### src/rtl/axi_slave_interface.sv
`default_nettype none
// ============================================================================
// Module   : axi_slave_interface
// Brief    : AXI4 responder that terminates single-outstanding INCR/FIXED
//            bursts onto a single-port, word-addressed memory with a
//            1-cycle synchronous read latency.
// Revision : 1.0 - initial release
// ============================================================================
module axi_slave_interface #(
    parameter int                            C_S_AXI_ADDR_WIDTH      = 32,
    parameter int                            C_S_AXI_DATA_WIDTH      = 32,
    parameter int                            C_S_AXI_THREAD_ID_WIDTH = 1,
    parameter logic [C_S_AXI_ADDR_WIDTH-1:0] C_S_AXI_TARGET          = '0,
    parameter int                            C_MEM_ADDR_WIDTH        = 10
) (
    input  logic                                 ACLK,
    input  logic                                 ARESET,
    // write address
    input  logic [C_S_AXI_THREAD_ID_WIDTH-1:0]   S_AXI_AWID,
    input  logic [C_S_AXI_ADDR_WIDTH-1:0]        S_AXI_AWADDR,
    input  logic [7:0]                           S_AXI_AWLEN,
    input  logic [2:0]                           S_AXI_AWSIZE,
    input  logic [1:0]                           S_AXI_AWBURST,
    input  logic                                 S_AXI_AWVALID,
    output logic                                 S_AXI_AWREADY,
    // write data
    input  logic [C_S_AXI_DATA_WIDTH-1:0]        S_AXI_WDATA,
    input  logic [C_S_AXI_DATA_WIDTH/8-1:0]      S_AXI_WSTRB,
    input  logic                                 S_AXI_WLAST,
    input  logic                                 S_AXI_WVALID,
    output logic                                 S_AXI_WREADY,
    // write response
    output logic [C_S_AXI_THREAD_ID_WIDTH-1:0]   S_AXI_BID,
    output logic [1:0]                           S_AXI_BRESP,
    output logic                                 S_AXI_BVALID,
    input  logic                                 S_AXI_BREADY,
    // read address
    input  logic [C_S_AXI_THREAD_ID_WIDTH-1:0]   S_AXI_ARID,
    input  logic [C_S_AXI_ADDR_WIDTH-1:0]        S_AXI_ARADDR,
    input  logic [7:0]                           S_AXI_ARLEN,
    input  logic [2:0]                           S_AXI_ARSIZE,
    input  logic [1:0]                           S_AXI_ARBURST,
    input  logic                                 S_AXI_ARVALID,
    output logic                                 S_AXI_ARREADY,
    // read data
    output logic [C_S_AXI_THREAD_ID_WIDTH-1:0]   S_AXI_RID,
    output logic [C_S_AXI_DATA_WIDTH-1:0]        S_AXI_RDATA,
    output logic [1:0]                           S_AXI_RRESP,
    output logic                                 S_AXI_RLAST,
    output logic                                 S_AXI_RVALID,
    input  logic                                 S_AXI_RREADY,
    // memory side
    output logic [C_MEM_ADDR_WIDTH-1:0]          mem_addr,
    output logic                                 mem_we,
    output logic [C_S_AXI_DATA_WIDTH-1:0]        mem_wdata,
    output logic [C_S_AXI_DATA_WIDTH/8-1:0]      mem_wstrb,
    output logic                                 mem_re,
    input  logic [C_S_AXI_DATA_WIDTH-1:0]        mem_rdata
);

    localparam int         c_STRB_WIDTH  = C_S_AXI_DATA_WIDTH / 8;
    localparam int         c_LOG_BYTES   = $clog2(c_STRB_WIDTH);
    localparam int         c_WIN_SHIFT   = C_MEM_ADDR_WIDTH + c_LOG_BYTES;
    localparam logic [2:0] c_FULL_SIZE   = 3'(c_LOG_BYTES);
    localparam logic [1:0] c_BURST_FIXED = 2'b00;
    localparam logic [1:0] c_RESP_OKAY   = 2'b00;
    localparam logic [1:0] c_RESP_SLVERR = 2'b10;

    typedef enum logic [1:0] {
        ST_IDLE  = 2'd0,
        ST_WDATA = 2'd1,
        ST_WRESP = 2'd2,
        ST_RDATA = 2'd3
    } state_t;

    state_t                               r_state;
    logic [C_S_AXI_THREAD_ID_WIDTH-1:0]   r_id;
    logic [1:0]                           r_burst;
    logic [C_MEM_ADDR_WIDTH-1:0]          r_addr;
    logic                                 r_err;
    logic [8:0]                           r_beats;     // write beats left, or read beats left to issue
    logic [8:0]                           r_deliver;   // read beats left to hand over on R
    logic                                 r_last_wr;   // last address grant went to the write channel
    logic                                 r_inflight;  // a memory read issued last cycle lands now
    logic [C_S_AXI_DATA_WIDTH-1:0]        r_fifo0;
    logic [C_S_AXI_DATA_WIDTH-1:0]        r_fifo1;
    logic [1:0]                           r_count;

    logic                                 w_aw_grant;
    logic                                 w_ar_grant;
    logic [C_S_AXI_ADDR_WIDTH-1:0]        w_ax_addr;
    logic [C_S_AXI_ADDR_WIDTH-1:0]        w_ax_off;
    logic [C_MEM_ADDR_WIDTH-1:0]          w_ax_word;
    logic [7:0]                           w_ax_len;
    logic [2:0]                           w_ax_size;
    logic [1:0]                           w_ax_burst;
    logic [C_S_AXI_THREAD_ID_WIDTH-1:0]   w_ax_id;
    logic                                 w_ax_err;
    logic                                 w_w_hs;
    logic                                 w_pop;
    logic [2:0]                           w_occ;
    logic                                 w_issue;
    logic [C_S_AXI_DATA_WIDTH-1:0]        w_push_data;
    logic [C_MEM_ADDR_WIDTH-1:0]          w_addr_next;

    // Round-robin arbitration: on a tie the channel not served last wins.
    assign w_aw_grant = (r_state == ST_IDLE) && S_AXI_AWVALID && (!S_AXI_ARVALID || !r_last_wr);
    assign w_ar_grant = (r_state == ST_IDLE) && S_AXI_ARVALID && (!S_AXI_AWVALID ||  r_last_wr);

    // Shared decode of whichever address channel is being granted.
    assign w_ax_addr  = w_aw_grant ? S_AXI_AWADDR  : S_AXI_ARADDR;
    assign w_ax_len   = w_aw_grant ? S_AXI_AWLEN   : S_AXI_ARLEN;
    assign w_ax_size  = w_aw_grant ? S_AXI_AWSIZE  : S_AXI_ARSIZE;
    assign w_ax_burst = w_aw_grant ? S_AXI_AWBURST : S_AXI_ARBURST;
    assign w_ax_id    = w_aw_grant ? S_AXI_AWID    : S_AXI_ARID;
    // Unsigned offset: addresses below the base wrap to huge values and fail the window test.
    assign w_ax_off   = w_ax_addr - C_S_AXI_TARGET;
    assign w_ax_word  = C_MEM_ADDR_WIDTH'(w_ax_off >> c_LOG_BYTES);
    assign w_ax_err   = ((w_ax_off >> c_WIN_SHIFT) != '0) || (w_ax_size != c_FULL_SIZE);

    // WRAP is treated as INCR; INCR wraps naturally at the window size.
    assign w_addr_next = (r_burst == c_BURST_FIXED) ? r_addr : r_addr + C_MEM_ADDR_WIDTH'(1);

    assign w_w_hs      = (r_state == ST_WDATA) && S_AXI_WVALID;
    assign w_pop       = (r_count != 2'd0) && S_AXI_RREADY;
    // Buffered + landing beats after this cycle's pop; a new read only fits while below 2.
    assign w_occ       = {1'b0, r_count} + {2'b00, r_inflight} - {2'b00, w_pop};
    assign w_issue     = (r_state == ST_RDATA) && (r_beats != 9'd0) && (w_occ < 3'd2);
    assign w_push_data = r_err ? '0 : mem_rdata;

    assign S_AXI_AWREADY = w_aw_grant && !ARESET;
    assign S_AXI_ARREADY = w_ar_grant && !ARESET;
    assign S_AXI_WREADY  = (r_state == ST_WDATA);
    assign S_AXI_BVALID  = (r_state == ST_WRESP);
    assign S_AXI_BID     = r_id;
    assign S_AXI_BRESP   = r_err ? c_RESP_SLVERR : c_RESP_OKAY;
    assign S_AXI_RVALID  = (r_count != 2'd0);
    assign S_AXI_RDATA   = r_fifo0;
    assign S_AXI_RID     = r_id;
    assign S_AXI_RRESP   = r_err ? c_RESP_SLVERR : c_RESP_OKAY;
    assign S_AXI_RLAST   = S_AXI_RVALID && (r_deliver == 9'd1);

    assign mem_addr  = r_addr;
    assign mem_we    = w_w_hs && !r_err;
    assign mem_wdata = S_AXI_WDATA;
    assign mem_wstrb = S_AXI_WSTRB;
    // Errored reads keep their beat pacing but never touch the memory.
    assign mem_re    = w_issue && !r_err;

    // Transaction FSM with burst bookkeeping and the 2-entry read return buffer.
    always_ff @(posedge ACLK) begin
        if (ARESET) begin
            r_state    <= ST_IDLE;
            r_id       <= '0;
            r_burst    <= 2'b01;
            r_addr     <= '0;
            r_err      <= 1'b0;
            r_beats    <= 9'd0;
            r_deliver  <= 9'd0;
            r_last_wr  <= 1'b0;
            r_inflight <= 1'b0;
            r_fifo0    <= '0;
            r_fifo1    <= '0;
            r_count    <= 2'd0;
        end else begin
            r_inflight <= w_issue;
            case (r_state)
                ST_IDLE: begin
                    if (w_aw_grant || w_ar_grant) begin
                        r_id      <= w_ax_id;
                        r_burst   <= w_ax_burst;
                        r_addr    <= w_ax_word;
                        r_err     <= w_ax_err;
                        r_beats   <= {1'b0, w_ax_len} + 9'd1;
                        r_deliver <= {1'b0, w_ax_len} + 9'd1;
                        r_last_wr <= w_aw_grant;
                        r_state   <= w_aw_grant ? ST_WDATA : ST_RDATA;
                    end
                end
                ST_WDATA: begin
                    if (w_w_hs) begin
                        r_addr  <= w_addr_next;
                        r_beats <= r_beats - 9'd1;
                        // The beat counter ends the burst; WLAST only audits it.
                        if (r_beats == 9'd1) begin
                            if (!S_AXI_WLAST) begin
                                r_err <= 1'b1;
                            end
                            r_state <= ST_WRESP;
                        end else if (S_AXI_WLAST) begin
                            r_err <= 1'b1;
                        end
                    end
                end
                ST_WRESP: begin
                    if (S_AXI_BREADY) begin
                        r_state <= ST_IDLE;
                    end
                end
                ST_RDATA: begin
                    if (w_issue) begin
                        r_addr  <= w_addr_next;
                        r_beats <= r_beats - 9'd1;
                    end
                    case ({r_inflight, w_pop})
                        2'b10: begin
                            if (r_count == 2'd0) begin
                                r_fifo0 <= w_push_data;
                            end else begin
                                r_fifo1 <= w_push_data;
                            end
                            r_count <= r_count + 2'd1;
                        end
                        2'b01: begin
                            r_fifo0 <= r_fifo1;
                            r_count <= r_count - 2'd1;
                        end
                        2'b11: begin
                            if (r_count == 2'd1) begin
                                r_fifo0 <= w_push_data;
                            end else begin
                                r_fifo0 <= r_fifo1;
                                r_fifo1 <= w_push_data;
                            end
                        end
                        default: begin
                        end
                    endcase
                    if (w_pop) begin
                        r_deliver <= r_deliver - 9'd1;
                        if (r_deliver == 9'd1) begin
                            r_state <= ST_IDLE;
                        end
                    end
                end
                default: begin
                    r_state <= ST_IDLE;
                end
            endcase
        end
    end

endmodule
`default_nettype wire

### config.mk
export PLATFORM = sky130hd
export DESIGN_NAME = axi_slave_interface
export DESIGN_NICKNAME = d
export VERILOG_FILES = /design/src/rtl/axi_slave_interface.sv
export SDC_FILE = /design/constraint.sdc
export NUM_CORES = 1
export LEC_CHECK = 0
export CORE_ASPECT_RATIO = 0.5
export CORE_MARGIN = 5
export CORE_UTILIZATION = 30
export CTS_BUF_LIST = sky130_fd_sc_hd__clkbuf_4
export CTS_CLUSTER_SIZE = 20
export DETAILED_ROUTE_END_ITERATION = 10
export GPL_ROUTABILITY_DRIVEN = 0
export GPL_TIMING_DRIVEN = 0
export PLACE_DENSITY_LB_ADDON = 0.12
export SLEW_MARGIN = 20
export SYNTH_ARGS = -nofsm -noshare
export SYNTH_HDL_FRONTEND = slang
export SYNTH_SLANG_ARGS = --single-unit
export TNS_END_PERCENT = 10
### constraint.sdc
create_clock -name ACLK -period 5.4 [get_ports ACLK]
set_input_delay 0.54 -clock ACLK [delete_from_list [all_inputs] [get_ports ACLK]]
set_output_delay 0.54 -clock ACLK [all_outputs]
set_load 0.005 [all_outputs]
==> impl_metrics.ini <==
[setup_path]
path_max_fanout = 7
r2r_start = r_count[1]$_SDFFE_PP0P_
cp-start-kind = flip-flop
criticalPathCategory = reg -> out
cp.required_ns = 4.86
arrival_ns = 3.80
r2r_end = r_beats[0]$_SDFFE_PP0P_
ff2ff_path_depth = 13
crit_path_end_kind = primary output
r2r_slack_ns = 1.84

[die]
start_util_pct = 30.63
ioPinCount = 260
die_w_um = 209.6
dieArea_um2 = 23000
fp.dieH_um = 109.8
coreArea_um2 = 19500
num_rows = 36

[global_route]
grt_pass1_wl_mm = 34.57
antenna_found_initial = 1
grt.total_usage_pct = 18.66
grt_max_degree = 17
gr-total-overflow = 0
grt_pass1_vias = 6313

[power_and_ir_drop]
p_per_area_nw_per_um2 = 257.4
seqPwrFrac_pct = 40.0
swShare_pct = 38.03
p_comb_share_pct = 40.8
power.internal_mw = 1.374
irDropWorstVdd_mv = 0.1020
p_leak_nw = 2.998
switchingPower_uw = 842.7
clock_power_share_pct = 19.2

[drt]
first_pass_iters = 5
dr.first_iter.drc_count = 442
postRouteAntennaNets = 0
wl_per_cell_um = 17.65
via_count = 6519
drcViolationCount = 0
viasPerCell = 5.141
finalWirelength_mm = 22.38

[synthesis]
ys_async_sr_fraction_pct = 0
seq_area_frac_synth_pct = 34.19
ys.flop_type = dfxtp_1
synth_enable_flop_cells = 0
synth_cells = 769
syn-cell-area_um2 = 5973
ys_seq_elements = 102
syn-mean-instance-area_um2 = 7.768
yosys_warnings = 0
synth_cell_types = 64

[sta]
fin_crit_sh_pct = 80.39
hold_viol_final = 0
fin_tns_setup_ns = 0
rsz0062_at_grt = false
relSlewSlack_pct = 49.82
slew_viol_final = 0
fmax_ghz = 0.2304
timing.final.crit_period_ns = 4.341
clock_skew_ns = 0.01554
setup_ws_ns = 1.059
setup_viol = 0
worst_pin_slew_ns = 0.7448

[final_layout]
final_cell_mix = clkdlybuf4s50_1 (216), nor2_1 (115), dfxtp_1 (102)
syn_to_final_growth_pct = 44.13
multi_input_area_um2 = 3347
drive_gt1_share_pct = 8.192
final_net_count = 1175
n_fill_cell = 1977
seqCellArea_um2 = 2042
layout_commonest_cell = clkdlybuf4s50_1

[clocking]
post-cts-setup-buffer-count = 0
holdBufCountCts = 0
h-tree-depth = 3
cts_max_path_buffers = 2
cts_buffers = 9
cts_tree = built
root_buffer = clkbuf_4
path_clk_slew_ns = 0.16
ctsResizeCount = 0
clkLatencyLatePin_ns = 0.47
cts_sinks = 102

[place]
dp_hpwl_mm = 17.46
pre_cts_ws_ns = 1.419
numPortBuffers = 216

[run]
timing.max_cap.violations = 0

[min_path]
min_path_type = reg -> reg
whs_path_depth = 2
worst_hold_startpoint = S_AXI_RDATA[16]$_SDFFE_PP0P_
min_to = S_AXI_RDATA[16]$_SDFFE_PP0P_

[status]
run_status = finished clean
-- power by group through the flow --
stage | Clock (mW) | Sequential (mW) | Combinational, mW
3_5_place_dp | 0 | 0.902 | 0.896
4_1_cts | 0.442 | 0.886 | 0.901
3_3_place_gp | 0 | 0.900 | 0.888
2_1_floorplan | 0 | 0.886 | 0.521
5_1_grt | 0.470 | 0.900 | 0.988
6_report | 0.425 | 0.887 | 0.903
-- registers in the layout, summed over array words and instances, names as in the netlist, 2 cells and up --
name         flops
r_burst          2
r_beats          9
r_deliver        9
S_AXI_RDATA     32
mem_addr        10
r_fifo1         32
r_state          2
r_count          2
-- layer usage --
layer / up-vias / wire length [um] / share of wire, % / track usage, %
li1: 3225 / - / - / -
met1: 3070 / 10450 / 47 / 25.28
met2: 206 / 10410 / 47 / 30.97
met3: 18 / 1258 / 5.6 / 4.133
met4: 0 / 263 / 1.2 / 3.676
met5: - / 0 / 0 / 0
-- final cells by class --
type | instances | share of cell area [%]
Multi-Input combinational cell | 558 | 38.88
Timing Repair Buffer | 216 | 25.11
Sequential cell | 102 | 23.72
Buffer | 95 | 6.176
Tap cell | 266 | 3.866
Clock buffer | 10 | 0.8720
Clock inverter | 5 | 0.6976
Inverter | 15 | 0.6540
Antenna cell | 1 | 0.02907
-- synthesized netlist by cell type, drive strengths merged (3+ instances only) --
library cell    n  area, um2
clkbuf         40      153.9
xnor2           6      52.55
nand3          23      115.1
nor2          116      442.9
o311ai          5      43.79
or2             3      18.77
o211ai          5      37.54
o221ai          3      26.28
inv            15      56.30
nand2          35      133.9
mux2            3      33.78
nor4           15      93.84
nor4b           3      26.28
a31oi           6      37.54
xor2            8      70.07
o21ai          23      115.1
or3             5      31.28
o31ai           4      30.03
nor3b          64      480.5
and3            3      18.77
a211oi         44      330.3
a221oi          5      43.79
a311oi          3      26.28
nor3           17      85.08
buf            55      377.9
a21oi          92      471.7
nor2b           3      18.77
a222oi          3      30.03
ha              9      112.6
mux2i           4      40.04
dfxtp         102       2042
or4             3      22.52
nand4          13      81.33
-- worst max path at each step --
stage	start	to	slack (ns)
2_1_floorplan	r_count[1]$_SDFFE_PP0P_	mem_re	2.48
3_5_place_dp	S_AXI_RREADY	mem_re	1.42
5_1_grt	r_count[1]$_SDFFE_PP0P_	mem_re	0.79
4_1_cts	r_count[1]$_SDFFE_PP0P_	mem_re	1.06
3_3_place_gp	S_AXI_RREADY	mem_re	1.47
6_report	r_count[1]$_SDFFE_PP0P_	mem_re	1.06
-- metrics by stage --
| stage | cell area (um2) | utilization [%] | total power, mW | instances | hold slack (ns) |
|---|---|---|---|---|---|
| after floorplan | 5977 | - | 1.408 | 770 | 0.4573 |
| after global placement | 8472 | 43.44 | 1.788 | 1252 | 0.4675 |
| after detailed placement | 8472 | 43.44 | 1.798 | 1252 | 0.4767 |
| after CTS | 8607 | 44.13 | 2.229 | 1267 | 0.5140 |
| after global routing | 8610 | 44.14 | 2.358 | 1268 | 0.5224 |
| final | 8610 | 44.14 | 2.216 | 1268 | 0.5075 |
-- critical path: stages (launching register included) --
cell and delay, ns:
dfxtp_1 0.47, inv_1 0.12, ha_1 0.29, nand2b_1 0.17
clkbuf_1 0.17, nor2_1 0.20, o21ai_0 0.14, fa_1 0.41
xnor2_1 0.15, nand3_1 0.22, or2_2 0.36, nor2_1 0.09
clkdlybuf4s50_1 0.54
-- cells by family (layout without fill, tap and decap cells) --
family	Yosys count	in the layout	share of synthesized area (%)
and+or+nand+nor	310	310	27.17
muxes	7	7	1.236
xor gates and xnor gates	14	14	2.053
adders and majority gates	10	10	2.220
other	1	3	0.06278
DFF	102	102	34.19
buffers and inverters	110	341	9.845
AOI/OAI and AO/OA	215	215	23.23
Power figures use the tool's default switching activity.
